File: src/rtl/dmem_arbiter_pkg.sv
`default_nettype none
// ============================================================================
//  Module      : dmem_arbiter_pkg
//  Description : Shared types and helpers for the local-DMEM arbiter slice.
//                dmem_owner_e tags which requester owns the read data that
//                returns one cycle after the grant.
//  Revision    : 1.0 - initial release
// ============================================================================
package dmem_arbiter_pkg;

    typedef enum logic [1:0] {
        DMEM_OWNER_NONE = 2'd0,
        DMEM_OWNER_CORE = 2'd1,
        DMEM_OWNER_NET  = 2'd2
    } dmem_owner_e;

    // Returns at least 1 so a depth of 1 still yields a legal 1-bit address.
    function automatic int safe_clog2(input int n);
        return (n <= 1) ? 1 : $clog2(n);
    endfunction

endpackage
`default_nettype wire

File: src/rtl/dmem_arbiter_counter.sv
`default_nettype none
// ============================================================================
//  Module      : dmem_arbiter_counter
//  Description : Clear/up counter that saturates at MAX_VAL. Clear has
//                priority over up.
//  Ports       : clk_i, reset_i (async, active-low), clear_i, up_i,
//                count_o (current count)
//  Revision    : 1.0 - initial release
// ============================================================================
module dmem_arbiter_counter
    import dmem_arbiter_pkg::*;
#(
    parameter int MAX_VAL = 4,
    parameter int WIDTH   = safe_clog2(MAX_VAL + 1)
) (
    input  logic             clk_i,
    input  logic             reset_i,
    input  logic             clear_i,
    input  logic             up_i,
    output logic [WIDTH-1:0] count_o
);

    localparam logic [WIDTH-1:0] C_MAX = WIDTH'(MAX_VAL);

    logic [WIDTH-1:0] r_count;

    always_ff @(posedge clk_i or negedge reset_i) begin
        if (!reset_i) begin
            r_count <= '0;
        end else if (clear_i) begin
            r_count <= '0;
        end else if (up_i && (r_count != C_MAX)) begin
            r_count <= r_count + 1'b1;
        end
    end

    assign count_o = r_count;

endmodule
`default_nettype wire

File: src/rtl/dmem_arbiter.sv
`default_nettype none
// ============================================================================
//  Module      : dmem_arbiter
//  Description : Shares the single-ported local DMEM between the core
//                load/store path and incoming network requests. One grant
//                per cycle, core preferred unless the network has been
//                denied MAX_STARVE cycles in a row. Read data (1-cycle
//                latency) is steered back to the requester that issued it.
//                Also holds the LR/SC load-reservation register.
//  Ports       : clk_i, reset_i (async, active-low)
//                core_* : core request / accept / read return
//                net_*  : network request / accept / read return
//                mem_*  : SRAM request and read data
//                clear_reserve_i, reserved_o, reserved_addr_o,
//                break_reserve_o : reservation control and status
//  Revision    : 1.0 - initial release
// ============================================================================
module dmem_arbiter
    import dmem_arbiter_pkg::*;
#(
    parameter  int DATA_WIDTH = 32,
    parameter  int DMEM_SIZE  = 1024,
    parameter  int MAX_STARVE = 4,
    localparam int ADDR_WIDTH = safe_clog2(DMEM_SIZE),
    localparam int MASK_WIDTH = DATA_WIDTH >> 3
) (
    input  logic                  clk_i,
    input  logic                  reset_i,

    input  logic                  core_v_i,
    input  logic                  core_w_i,
    input  logic                  core_reserve_i,
    input  logic [ADDR_WIDTH-1:0] core_addr_i,
    input  logic [DATA_WIDTH-1:0] core_data_i,
    input  logic [MASK_WIDTH-1:0] core_mask_i,
    output logic                  core_yumi_o,
    output logic                  core_rdata_v_o,
    output logic [DATA_WIDTH-1:0] core_rdata_o,

    input  logic                  net_v_i,
    input  logic                  net_w_i,
    input  logic [ADDR_WIDTH-1:0] net_addr_i,
    input  logic [DATA_WIDTH-1:0] net_data_i,
    input  logic [MASK_WIDTH-1:0] net_mask_i,
    output logic                  net_yumi_o,
    output logic                  net_rdata_v_o,
    output logic [DATA_WIDTH-1:0] net_rdata_o,

    output logic                  mem_v_o,
    output logic                  mem_w_o,
    output logic [ADDR_WIDTH-1:0] mem_addr_o,
    output logic [DATA_WIDTH-1:0] mem_data_o,
    output logic [MASK_WIDTH-1:0] mem_mask_o,
    input  logic [DATA_WIDTH-1:0] mem_data_i,

    input  logic                  clear_reserve_i,
    output logic                  reserved_o,
    output logic [ADDR_WIDTH-1:0] reserved_addr_o,
    output logic                  break_reserve_o
);

    localparam int               C_CNT_W      = safe_clog2(MAX_STARVE + 1);
    localparam logic [C_CNT_W-1:0] C_MAX_STARVE = C_CNT_W'(MAX_STARVE);

    // ------------------------------------------------------------------
    // Arbitration
    // ------------------------------------------------------------------
    logic [C_CNT_W-1:0] w_starve_cnt;
    logic               w_starved;
    logic               w_core_gnt;
    logic               w_net_gnt;

    assign w_starved  = (w_starve_cnt == C_MAX_STARVE);
    assign w_core_gnt = core_v_i & (~net_v_i | ~w_starved);
    assign w_net_gnt  = net_v_i  & (~core_v_i | w_starved);

    assign core_yumi_o = w_core_gnt;
    assign net_yumi_o  = w_net_gnt;

    // Counts consecutive cycles the network waited; restarts whenever it
    // either wins or withdraws.
    dmem_arbiter_counter #(
        .MAX_VAL (MAX_STARVE),
        .WIDTH   (C_CNT_W)
    ) u_starve_cnt (
        .clk_i   (clk_i),
        .reset_i (reset_i),
        .clear_i (~net_v_i | w_net_gnt),
        .up_i    (net_v_i & ~w_net_gnt),
        .count_o (w_starve_cnt)
    );

    // ------------------------------------------------------------------
    // SRAM request mux
    // ------------------------------------------------------------------
    always_comb begin
        mem_w_o    = 1'b0;
        mem_addr_o = '0;
        mem_data_o = '0;
        mem_mask_o = '0;
        if (w_core_gnt) begin
            mem_w_o    = core_w_i;
            mem_addr_o = core_addr_i;
            mem_data_o = core_data_i;
            mem_mask_o = core_mask_i;
        end else if (w_net_gnt) begin
            mem_w_o    = net_w_i;
            mem_addr_o = net_addr_i;
            mem_data_o = net_data_i;
            mem_mask_o = net_mask_i;
        end
    end

    assign mem_v_o = w_core_gnt | w_net_gnt;

    // ------------------------------------------------------------------
    // Read-return owner
    // ------------------------------------------------------------------
    dmem_owner_e r_rd_owner;
    dmem_owner_e w_rd_owner_nxt;

    always_ff @(posedge clk_i or negedge reset_i) begin
        if (!reset_i) begin
            r_rd_owner <= DMEM_OWNER_NONE;
        end else begin
            r_rd_owner <= w_rd_owner_nxt;
        end
    end

    always_comb begin
        w_rd_owner_nxt = DMEM_OWNER_NONE;
        if (w_core_gnt && !core_w_i) begin
            w_rd_owner_nxt = DMEM_OWNER_CORE;
        end else if (w_net_gnt && !net_w_i) begin
            w_rd_owner_nxt = DMEM_OWNER_NET;
        end
    end

    assign core_rdata_v_o = (r_rd_owner == DMEM_OWNER_CORE);
    assign net_rdata_v_o  = (r_rd_owner == DMEM_OWNER_NET);
    assign core_rdata_o   = mem_data_i;
    assign net_rdata_o    = mem_data_i;

    // ------------------------------------------------------------------
    // Load reservation
    // ------------------------------------------------------------------
    logic                  r_reserved;
    logic [ADDR_WIDTH-1:0] r_reserved_addr;
    logic                  r_break;
    logic                  w_lr_set;
    logic                  w_hit;

    // Reserve on a write request is ignored: an LR is only a read.
    assign w_lr_set = w_core_gnt & ~core_w_i & core_reserve_i;
    // A zero-mask write changes no bytes, so it must not kill the reservation.
    assign w_hit    = r_reserved & mem_v_o & mem_w_o
                    & (mem_addr_o == r_reserved_addr) & (|mem_mask_o);

    always_ff @(posedge clk_i or negedge reset_i) begin
        if (!reset_i) begin
            r_reserved      <= 1'b0;
            r_reserved_addr <= '0;
            r_break         <= 1'b0;
        end else begin
            r_break <= w_hit;
            // A new LR overrides a same-cycle clear request.
            if (w_lr_set) begin
                r_reserved      <= 1'b1;
                r_reserved_addr <= core_addr_i;
            end else if (w_hit || clear_reserve_i) begin
                r_reserved      <= 1'b0;
            end
        end
    end

    assign reserved_o      = r_reserved;
    assign reserved_addr_o = r_reserved_addr;
    assign break_reserve_o = r_break;

    a_no_reserve_on_write : assert property (
        @(posedge clk_i) disable iff (!reset_i)
        !(core_v_i && core_w_i && core_reserve_i)
    );

endmodule
`default_nettype wire

File: config.mk
export PLATFORM = sky130hd
export DESIGN_NAME = dmem_arbiter
export DESIGN_NICKNAME = d
export VERILOG_FILES = /design/src/rtl/dmem_arbiter_pkg.sv /design/src/rtl/dmem_arbiter_counter.sv /design/src/rtl/dmem_arbiter.sv
export SDC_FILE = /design/constraint.sdc
export NUM_CORES = 1
export LEC_CHECK = 0
export ABC_CLOCK_PERIOD_IN_PS = 3300
export CAP_MARGIN = 40
export CELL_PAD_IN_SITES_DETAIL_PLACEMENT = 1
export CELL_PAD_IN_SITES_GLOBAL_PLACEMENT = 2
export CORE_AREA = 4 4 136 138
export DETAILED_ROUTE_END_ITERATION = 10
export DIE_AREA = 0 0 140 142
export PLACE_DENSITY = 0.88
export SETUP_SLACK_MARGIN = 0.1
export SKIP_CTS_REPAIR_TIMING = 1
export SLEW_MARGIN = 20
export SYNTH_ARGS = -nofsm -noshare
export SYNTH_HDL_FRONTEND = slang
export SYNTH_HIERARCHICAL = 1
export SYNTH_SLANG_ARGS = --single-unit
File: constraint.sdc
create_clock -name clk_i -period 3.3 [get_ports clk_i]
set_input_delay 0.99 -clock clk_i [delete_from_list [all_inputs] [get_ports clk_i]]
set_output_delay 0.99 -clock clk_i [all_outputs]
set_load 0.005 [all_outputs]
==> impl_metrics.py <==
metrics = {
    "logic_synthesis": {
        "synth-seq-cells": 17,
        "syn_nets": 380,
        "synthAdderAreaFrac_pct": 1.217,
        "yosysMostFrequentCell": "buf_4",
        "synth_area_per_cell_um2": 8.362,
        "synth-compound-area-share_pct": 29.38,
        "synthDistinctLibCells": 42,
        "ys_seq_area_share_pct": 20.68,
        "yosys.area_share.simple_pct": 16.12,
        "synth_cells": 246,
        "yosys.area.top_type": "buf_4",
        "ys.flop_type": "dfrtp_1",
        "synth_common_cells": "64 x buf_4, 39 x a22o_1, 19 x nand2_1",
        "synth_top_family_by_area": "compound AO/OA/AOI/OAI gates",
        "synthArstFlopShare_pct": 100.0,
        "ys_warn_count": 6,
        "syn_area_um2": 2057,
        "synth_xor_area_share_pct": 0,
        "yosys-top-cells-area": "buf_4 23%, dfrtp_1 21%, a22o_1 17%",
        "synth-edff-count": 0,
        "synth.area.mux_share_pct": 5.596,
        "yosysTopAreaCellShare_pct": 23.36,
    },
    "layout": {
        "diodes": 0,
        "fillerInstances": 2005,
        "area_delta_synth_final_pct": 106.3,
        "finalNonFillerCells": 612,
        "layout-drive-gt1-share_pct": 20.93,
        "final_nets": 522,
    },
    "clock_tree": {
        "clkLatencyLatePin_ns": 0.26,
        "cts_inserted_buffers": 3,
        "h-tree-depth": 1,
        "clk_pin_slew_ns": 0.06,
        "cts_tree": "done",
        "cts.sinks": 17,
        "clk_path_buf_depth": 2,
        "cts-root-buf": "clkbuf_16",
    },
    "global_routing": {
        "grt_pass1_wl_um": 15840,
        "grt_max_degree": 43,
        "grt-ovfl-total": 0,
        "grt.total_usage_pct": 10.22,
        "antenna_found_initial": 0,
        "first_global_vias": 2514,
    },
    "drt": {
        "viasPerCell": 3.902,
        "drt_wl_total_um": 12040,
        "first_iter_violations": 133,
        "detail-route-antenna-nets": 0,
        "first_pass_iters": 4,
        "vias": 2388,
        "drc_errors": 0,
        "drt-wirelength-per-cell_um": 19.67,
    },
    "sta": {
        "skew_ns": 0.009376,
        "relSlewSlack_pct": 74.98,
        "rsz0062_at_grt": "no",
        "slew_viol_final": 0,
        "period_needed_ns": 3.207,
        "finalCritPeriodShare_pct": 97.19,
        "finalHoldViolCount": 0,
        "max_freq_mhz": 311.8,
        "worst_slew_pin_slew_ns": 0.3659,
        "setup_viol": 0,
    },
    "worst_setup_path": {
        "critPathMaxFanout": 5,
        "worstPathArrival_ns": 2.22,
        "critPathCaptureType": "primary output",
        "crit_path_start_kind": "primary input",
        "cp.required_ns": 2.31,
        "crit_type": "in2out",
    },
    "pwr": {
        "power_mw": 1.036,
        "ir_drop_uv": 105.6,
        "p_per_area_nw_per_um2": 244.2,
        "leakagePower_nw": 2.277,
    },
    "placed_design": {
        "place.gp.congestion": 0.8630,
        "dp.cells": 588,
        "post-dp-hpwl_um": 8988,
        "port_buffers": 163,
    },
    "job": {
        "maxCapViolations": 0,
    },
    "die": {
        "die_width_um": 140,
        "start_util_pct": 11.98,
        "ioPinCount": 260,
        "num_rows": 48,
        "die_area_um2": 19880,
        "die_y_um": 142,
        "core_area_um2": 17180,
    },
    "status": {
        "status": "completed",
    },
    "min_path": {
        "min_path_type": "reg2reg",
    },
}
## area by class of cell
cell class | count | area, µm² | area share [%]
clock inverters | 1 | 5.005 | 0.1180
inverters | 6 | 30.03 | 0.7078
multi-input cells | 146 | 1129 | 26.60
flip-flops and latches | 17 | 425.4 | 10.03
well taps | 225 | 281.5 | 6.635
repair buffers | 214 | 2297 | 54.14
clock buffers | 3 | 75.07 | 1.769
## stage by stage
step           cell area (µm²)  hold slack, ns  utilization [%]  TNS [ns]  setup WS [ns]
2_1_floorplan             2059          0.5367                -         0         0.1489
3_3_place_gp              3687          0.5349            21.47    -26.29        -0.5787
3_5_place_dp              3702          0.5610            21.55    -27.30        -0.6006
4_1_cts                   3782          0.5745            22.02    -27.58        -0.6078
5_1_grt                   4243          0.6058            24.70         0        0.04390
6_report                  4243          0.5737            24.70         0        0.09263
## placed cells by master (no fill, tap or decap), types with 3 or more instances in the layout
cell and n:
a21oi_1 4, a222oi_1 4, a22o_1 39, a31oi_1 7
and2_1 6, and3_4 3, buf_12 4, buf_4 38
clkbuf_16 8, clkdlybuf4s50_1 111, dfrtp_1 17, dlymetal6s2s_1 51
inv_1 5, mux2_2 8, nand2_1 17, nand2b_1 3
nor2_1 3, nor2b_1 5, o21ai_0 6, o21ai_1 3
or3_1 3
## per-layer routing
layer	up-vias	global-route usage (%)	part of all wire, %
li1	1124	-	-
met1	1179	13.24	41
met2	62	18.11	54
met3	23	0.8401	3.1
met4	0	3.162	2.4
met5	-	0	0
## logic make-up after synthesis
family                   Yosys count
AND/OR/NAND/NOR                   58
adder cells (fa/ha/maj)            2
AO/OA/AOI/OAI                     76
flip-flops                        17
multiplexers                      10
buffers and inverters             83
## report_power, final
group / switching (mW) / internal [mW] / leakage [nW]
Sequential: 0.0300 / 0.234 / 0.214
Combinational: 0.182 / 0.336 / 2.02
Clock: 0.0911 / 0.163 / 0.0409
Total: 0.303 / 0.733 / 2.28
## sequential cells by signal, indices dropped and copies added (netlist names)
register	cells
reserved_o	1
break_reserve_o	1
u_starve_cnt/count_o	3
reserved_addr_o	10
r_rd_owner	2
## critical path, cell delays in order
cell,delay (ns)
dlymetal6s2s_1,0.12
nand4bb_1,0.18
buf_6,0.20
buf_4,0.15
and3_4,0.18
or2_4,0.25
buf_4,0.15
## worst paths after layout
kind	cells after the start	from	slack (ns)	endpoint
max	7	net_v_i	0.09	mem_addr_o[4]
min	1	reserved_addr_o[4]	0.57	reserved_addr_o[4]
max reg2reg	12	u_starve_cnt/count_o[0]	0.69	reserved_o
min reg2reg	1	reserved_addr_o[4]	0.57	reserved_addr_o[4]
max in group asynchronous	2	reset_i	1.96	u_starve_cnt/count_o[0]
min in group asynchronous	1	reset_i	0.96	break_reserve_o
Power figures use the tool's default switching activity.
